===== config.mk =====
export PLATFORM = sky130hd
export DESIGN_NAME = data_mem_arbiter
export DESIGN_NICKNAME = d
export VERILOG_FILES = /design/src/rtl/data_mem_arbiter.sv
export SDC_FILE = /design/constraint.sdc
export NUM_CORES = 1
export LEC_CHECK = 0
export BUFFER_PORTS_ARGS = -buffer_cell sky130_fd_sc_hd__buf_2
export CAP_MARGIN = 20
export CORE_AREA = 2 2 121 123
export DETAILED_ROUTE_END_ITERATION = 10
export DIE_AREA = 0 0 123 125
export PLACE_DENSITY = 0.89
export SYNTH_ARGS = -nofsm -noshare
export SYNTH_HDL_FRONTEND = slang
export SYNTH_SLANG_ARGS = --single-unit

===== constraint.sdc =====
create_clock -name CLK -period 3.4 [get_ports CLK]
set_input_delay 0.17 -clock CLK [delete_from_list [all_inputs] [get_ports CLK]]
set_output_delay 0.17 -clock CLK [all_outputs]
set_load 0.05 [all_outputs]

===== src/rtl/data_mem_arbiter.sv =====
// data_mem_arbiter: shares one data memory between the CPU port (p0)
// and a secondary master (p1) with round-robin req/gnt/done handshakes.
module data_mem_arbiter #(
   parameter int unsigned MEM_LAT = 1,
   parameter int unsigned ADDR_W  = 32,
   parameter int unsigned DATA_W  = 32
) (
   input  logic              CLK,
   input  logic              Reset,
   input  logic              p0_req,
   input  logic              p0_we,
   input  logic [ADDR_W-1:0] p0_addr,
   input  logic [DATA_W-1:0] p0_wdata,
   input  logic [2:0]        p0_xfer_size,
   output logic              p0_gnt,
   output logic              p0_done,
   output logic [DATA_W-1:0] p0_rdata,
   input  logic              p1_req,
   input  logic              p1_we,
   input  logic [ADDR_W-1:0] p1_addr,
   input  logic [DATA_W-1:0] p1_wdata,
   input  logic [2:0]        p1_xfer_size,
   output logic              p1_gnt,
   output logic              p1_done,
   output logic [DATA_W-1:0] p1_rdata,
   output logic [ADDR_W-1:0] mem_address,
   output logic              mem_write_enable,
   output logic              mem_read_enable,
   output logic [DATA_W-1:0] mem_write_data,
   output logic [2:0]        mem_xfer_size,
   input  logic [DATA_W-1:0] mem_read_data
);

   typedef enum logic {IDLE, ACCESS} state_e;

   localparam logic [3:0] LAT_INIT = 4'(MEM_LAT - 1);

   state_e            state_q, state_d;
   logic [3:0]        lat_q, lat_d;
   logic              owner_q, owner_d;
   logic              last_q, last_d;
   logic              we_q, we_d;
   logic [ADDR_W-1:0] addr_q, addr_d;
   logic [DATA_W-1:0] wdata_q, wdata_d;
   logic [2:0]        size_q, size_d;
   logic              gnt0_q, gnt0_d;
   logic              gnt1_q, gnt1_d;
   logic              done0_q, done0_d;
   logic              done1_q, done1_d;
   logic [DATA_W-1:0] rd0_q, rd0_d;
   logic [DATA_W-1:0] rd1_q, rd1_d;
   logic              win0, win1;

   // State and command registers; reset aborts any access in flight
   always_ff @(posedge CLK) begin
      if (Reset) begin
         state_q <= IDLE;
         lat_q   <= '0;
         owner_q <= 1'b0;
         last_q  <= 1'b1;
         we_q    <= 1'b0;
         addr_q  <= '0;
         wdata_q <= '0;
         size_q  <= '0;
         gnt0_q  <= 1'b0;
         gnt1_q  <= 1'b0;
         done0_q <= 1'b0;
         done1_q <= 1'b0;
         rd0_q   <= '0;
         rd1_q   <= '0;
      end else begin
         state_q <= state_d;
         lat_q   <= lat_d;
         owner_q <= owner_d;
         last_q  <= last_d;
         we_q    <= we_d;
         addr_q  <= addr_d;
         wdata_q <= wdata_d;
         size_q  <= size_d;
         gnt0_q  <= gnt0_d;
         gnt1_q  <= gnt1_d;
         done0_q <= done0_d;
         done1_q <= done1_d;
         rd0_q   <= rd0_d;
         rd1_q   <= rd1_d;
      end
   end

   // Arbitrate in IDLE, count down the access window, then report done
   always_comb begin
      state_d = state_q;
      lat_d   = lat_q;
      owner_d = owner_q;
      last_d  = last_q;
      we_d    = we_q;
      addr_d  = addr_q;
      wdata_d = wdata_q;
      size_d  = size_q;
      gnt0_d  = 1'b0;
      gnt1_d  = 1'b0;
      done0_d = 1'b0;
      done1_d = 1'b0;
      rd0_d   = rd0_q;
      rd1_d   = rd1_q;
      win0    = 1'b0;
      win1    = 1'b0;
      unique case (state_q)
         IDLE: begin
            // On a tie the port that did not win last time goes first
            win1 = p1_req & (~p0_req | ~last_q);
            win0 = p0_req & ~win1;
            if (win0 | win1) begin
               state_d = ACCESS;
               lat_d   = LAT_INIT;
               owner_d = win1;
               last_d  = win1;
               gnt0_d  = win0;
               gnt1_d  = win1;
               we_d    = win1 ? p1_we        : p0_we;
               addr_d  = win1 ? p1_addr      : p0_addr;
               wdata_d = win1 ? p1_wdata     : p0_wdata;
               size_d  = win1 ? p1_xfer_size : p0_xfer_size;
            end
         end
         ACCESS: begin
            if (lat_q == 4'd0) begin
               state_d = IDLE;
               done0_d = ~owner_q;
               done1_d = owner_q;
               if (!we_q) begin
                  if (owner_q) rd1_d = mem_read_data;
                  else         rd0_d = mem_read_data;
               end
            end else begin
               lat_d = lat_q - 4'd1;
            end
         end
         default: state_d = IDLE;
      endcase
   end

   wire in_acc = (state_q == ACCESS);

   assign mem_address      = in_acc ? addr_q  : '0;
   assign mem_write_data   = in_acc ? wdata_q : '0;
   assign mem_xfer_size    = in_acc ? size_q  : '0;
   assign mem_write_enable = in_acc &  we_q;
   assign mem_read_enable  = in_acc & ~we_q;

   assign p0_gnt   = gnt0_q;
   assign p1_gnt   = gnt1_q;
   assign p0_done  = done0_q;
   assign p1_done  = done1_q;
   assign p0_rdata = rd0_q;
   assign p1_rdata = rd1_q;

endmodule

* Yosys cells after proc, flatten, opt, wreduce, memory -nomap -nowiden
Cells that the tools add are included.
** Word-level totals
- Register bits after elaboration :: 143
- Input bits :: 172
- Output and inout bits :: 137
- RAM bits :: 0
- Memory bits (read-only) :: 0
- Logic and storage cells :: 51
- Latch bits :: 0
- Memories :: 0
** Operators by class
- Bitwise logic cells :: 14
- Reduce and logical (&&, ||, !) cells :: 7
- $lt $le $gt $ge :: 0
- Eq/ne operators :: 2
- Shifts and indexed selects :: 0
- Mux-type cells :: 13
- Multipliers :: 0
- $add $sub $neg :: 1
- Div/mod/pow operators :: 0
** Operators with widths (number)
- $mux 32 :: 4
- $mux 4 :: 2
- $not 1->1 :: 8
- $pmux 4 s2 :: 1
- $reduce_and 4->1 :: 2
- $mux 3 :: 2
- $reduce_or 3->1 :: 2
- $and 1x1->1 :: 4
- $logic_not 4->1 :: 1
- $ne 2x2->1 const B :: 2
- $reduce_and 2->1 :: 2
- $sub 4x1->4 const B :: 1
- $mux 1 :: 3
- $or 1x1->1 :: 2
- $pmux 1 s2 :: 1

* Depth between registers and ports, before layout
- Word-level depth :: 8
- Depth in mapped cells :: 6
- Depth with buffers taken out :: 5

* Worst setup path before layout
Ideal clock, no wire load.
- Path kind :: register to output
- Start point :: reg state_q, in the netlist in_acc
- End point :: out mem_read_enable
- Path slack :: 1.658 ns
- Cell stages (with the launch flop) :: 4
- Arrival :: 1.572 ns
- Buffers on the path :: 2
- Cell sequence :: dfxtp_1 clkbuf_1 clkbuf_1 nor2b_1
** Between the ends
- Cells in the longest elaborated chain, start to end :: 1
** RTL lines
- start: declaration :: line 38 : state_e state_q, state_d;
- start signal: assignment :: line 72 : state_q <= state_d;
- $and 1x1->1 :: line 148 : assign mem_read_enable = in_acc & ~we_q;
- end: declaration :: line 28 : output logic mem_read_enable,
Every way passes these cells.

* Final worst setup path
- Start point :: reg state_q, in the netlist in_acc
- End point :: reg rd1_q[20], in the netlist p1_rdata[20]
** Between the ends
- Cells in the longest elaborated chain, start to end :: 1
** RTL lines
- $reduce_and 4->1 (no line)
- end signal: assignment :: line 85 : rd1_q <= rd1_d;
- end: declaration :: line 51 : logic [DATA_W-1:0] rd1_q, rd1_d;
Every way passes these cells.
A chain may end at the register's enable or synchronous reset.

==> out/qor.txt <==
share of the yosys chip area belonging to registers -> 44.2%
Slew HR -> 37.1%
pre-CTS WS -> 1.19 ns
status -> finished, final reports clean
VDD IR max -> 325 µV
global-route wire length before repair -> 31.6 mm
Crit. End Element -> flip-flop
post-synthesis net count -> 921
CTS tree -> built
fin crit share -> 65.2%
sw frac -> 31.0%
Mapped Area -> 6470 µm²
Crit Path Category -> reg2reg
Post-Place Cells -> 1186
Remaining Overflow, GRT -> 0
CP Data Arrival Time -> 2.51 ns
RSZ-0062 raised after global routing -> no
FILL cells -> 1102
latest clock arrival within the worst-skew pair -> 0.42 ns
setup TNS -> 0 ns
IO buf count -> 308
Final setup viols -> 0
initial core utilization -> 45.6%
clk sinks -> 143
IO Pins -> 309
Comb power frac -> 20.2%
final setup margin -> 1.18 ns
area growth from synthesis to layout -> 43.7%
Seq cells post-synth -> 143
Register Area -> 2860 µm²
startpoint class of the critical path -> flip-flop
number of remaining DRC errors -> 0
largest area contributor in the netlist -> dfxtp_1
Seq pwr share -> 38.8%
Avg Cell Area, Syn -> 8.66 µm²
CTS root buffer -> clkbuf_16
net switching power -> 1500 µW
Initial DRC Count -> 426
First-pass DRT Iterations -> 5
GPL Wtd Cong -> 0.856
H-tree depth -> 4
Worst EP required -> 3.70 ns
Non-Filler Instances -> 1280
fin. max-slew vios -> 0
Post-Syn Instances -> 748
core area -> 14200 µm²
Die Width -> 123 µm
Max-Cap Viols -> 0
number of routed nets with antenna violations -> 0
yosys warns -> 0
vias in the first global route -> 6589
share of cells above drive strength 1 -> 33.1%
largest net degree at the start of global routing -> 127
DRT Wirelength -> 20.8 mm
Via density -> 5.24
Pwr Total -> 4830 µW
Final min period -> 2.22 ns
Clk network pwr share -> 41.0%
area share of the largest cell type after synthesis -> 44.2%
Worst Tran Pin Value -> 0.944 ns
total track usage -> 26.0%
Int Pwr -> 3330 µW
ranking of synthesized cells by area -> dfxtp_1, mux2i_1, nand2b_1
DIE AREA -> 15400 µm²
Post-DP HPWL -> 12.9 mm
Max clock buf depth -> 2
skew final -> 0.0105 ns
Vias -> 6705
final hold violation count -> 0
Worst Hold Class -> in2reg
die height -> 125 µm
initial antenna violation count -> 3
Site Rows -> 44
# nets final -> 1254
CP Max Fanout -> 34
CTS Buf Count -> 17
Distinct cells, synth -> 32
multi-input logic area -> 3320 µm²
PwrDens -> 519 nW/µm²
Max Fclk -> 0.451 GHz
clk slew on worst S/H paths -> 0.06 ns
Lkg Pwr -> 0.00463 µW
DR WL/cell -> 16.2 µm
==> repair_timing <==
action / CTS / global route
buffers inserted: 0 / 0
gates resized for setup: 0 / 0
endpoints found under the hold margin: 59 / 0
hold buffers: 59 / 0
==> final timing paths <==
kind / from / endpoint / slack, ns / depth (start not counted)
setup / recovery: in_acc$_SDFF_PP0_ / p1_rdata[20]$_SDFFE_PP0P_ / 1.18 / 4
hold / removal: p0_addr[24] / addr_q[24]$_SDFFE_PP0P_ / 0.01 / 3
setup reg to reg: in_acc$_SDFF_PP0_ / p1_rdata[20]$_SDFFE_PP0P_ / 1.18 / 4
hold reg to reg: p0_rdata[6]$_SDFFE_PP0P_ / p0_rdata[6]$_SDFFE_PP0P_ / 0.47 / 2
==> synth_stat cells (all sizes together) <==
library cell	number
a21boi	1
o21ai	1
a221o	1
and2	68
and3b	1
inv	4
ha	1
nand2b	97
a211oi	68
nor2b	1
mux2	2
nand3	3
mux2i	64
a211o	1
buf	23
a21oi	71
nor2	73
nor4	2
clkbuf	41
or2	1
a21bo	1
o21ba	1
o21bai	1
nor4b	1
nor3	4
or4b	1
nand2	71
dfxtp	143
a2bb2oi	1
==> through the flow <==
stage               util, %  hold slack [ns]  cell area, µm²
finish                 65.5           0.0134            9300
global route           65.5          0.00346            9300
CTS                    65.3         0.000649            9270
detailed placement     56.7            0.420            8060
global placement       56.7            0.417            8060
floorplan                 -            0.288            6470
==> routing by layer <==
metal / vias to the layer above / routed length (µm) / track usage (%)
met5: - / 13 / 0
li1: 3176 / - / -
met2: 398 / 10100 / 43.9
met4: 2 / 1010 / 14.7
met1: 3048 / 7780 / 28.4
met3: 81 / 1880 / 8.12
==> state kept, by name (all words and copies together), names as in the netlist, 3 cells and up <==
name,flops
wdata_q,32
p0_rdata,32
addr_q,32
lat_q,4
p1_rdata,32
size_q,3
==> layout by cell type (no fill, tap or decap), drive strengths merged <==
cell type	instances
a211o	1
a211oi	68
a21bo	1
a21boi	1
a21oi	71
a221o	1
a2bb2oi	1
and2	68
and3b	1
buf	319
bufinv	3
clkbuf	17
clkinv	2
clkinvlp	2
dfxtp	143
diode	2
dlygate4sd3	59
ha	1
inv	12
mux2	2
mux2i	64
nand2	71
nand2b	97
nand3	3
nor2	73
nor2b	1
nor3	4
nor4	2
nor4b	1
o21ai	1
o21ba	1
o21bai	1
or2	1
or4b	1
==> power groups by stage <==
| stage | Combinational [µW] | Sequential [µW] | Clock (µW) |
|---|---|---|---|
| 2_1_floorplan | 532 | 2000 | 0 |
| 3_3_place_gp | 883 | 1900 | 0 |
| 5_1_grt | 1040 | 1890 | 2090 |
| 4_1_cts | 950 | 1870 | 2000 |
| 3_5_place_dp | 895 | 1910 | 0 |
| 6_report | 976 | 1870 | 1980 |
==> worst max-delay path, cell delays in order, from the launching register on <==
cell     delay (ns)
dfxtp_2        0.64
and3b_1        0.28
nand3_2        0.56
buf_4          0.46
mux2i_1        0.15
==> cells by family after synthesis <==
| kind of cell | after synthesis | synth area share [%] |
|---|---|---|
| AOI/OAI and AO/OA | 147 | 14.5 |
| adders and majority gates | 1 | 0.193 |
| buffers and inverters | 68 | 4.95 |
| DFF | 143 | 44.2 |
| muxes | 66 | 10.2 |
| and+or+nand+nor | 323 | 25.9 |
==> cell type report <==
| cell class | instances | share of cell area [%] |
|---|---|---|
| Antenna cell | 2 | 0.0538 |
| Clock buffer | 17 | 4.57 |
| Clock inverter | 15 | 2.11 |
| Inverter | 4 | 0.161 |
| Multi-Input combinational cell | 537 | 35.6 |
| Sequential cell | 143 | 30.8 |
| Tap cell | 184 | 2.48 |
| Timing Repair Buffer | 378 | 24.2 |
Note: power is estimated with default switching activity, not from simulation.
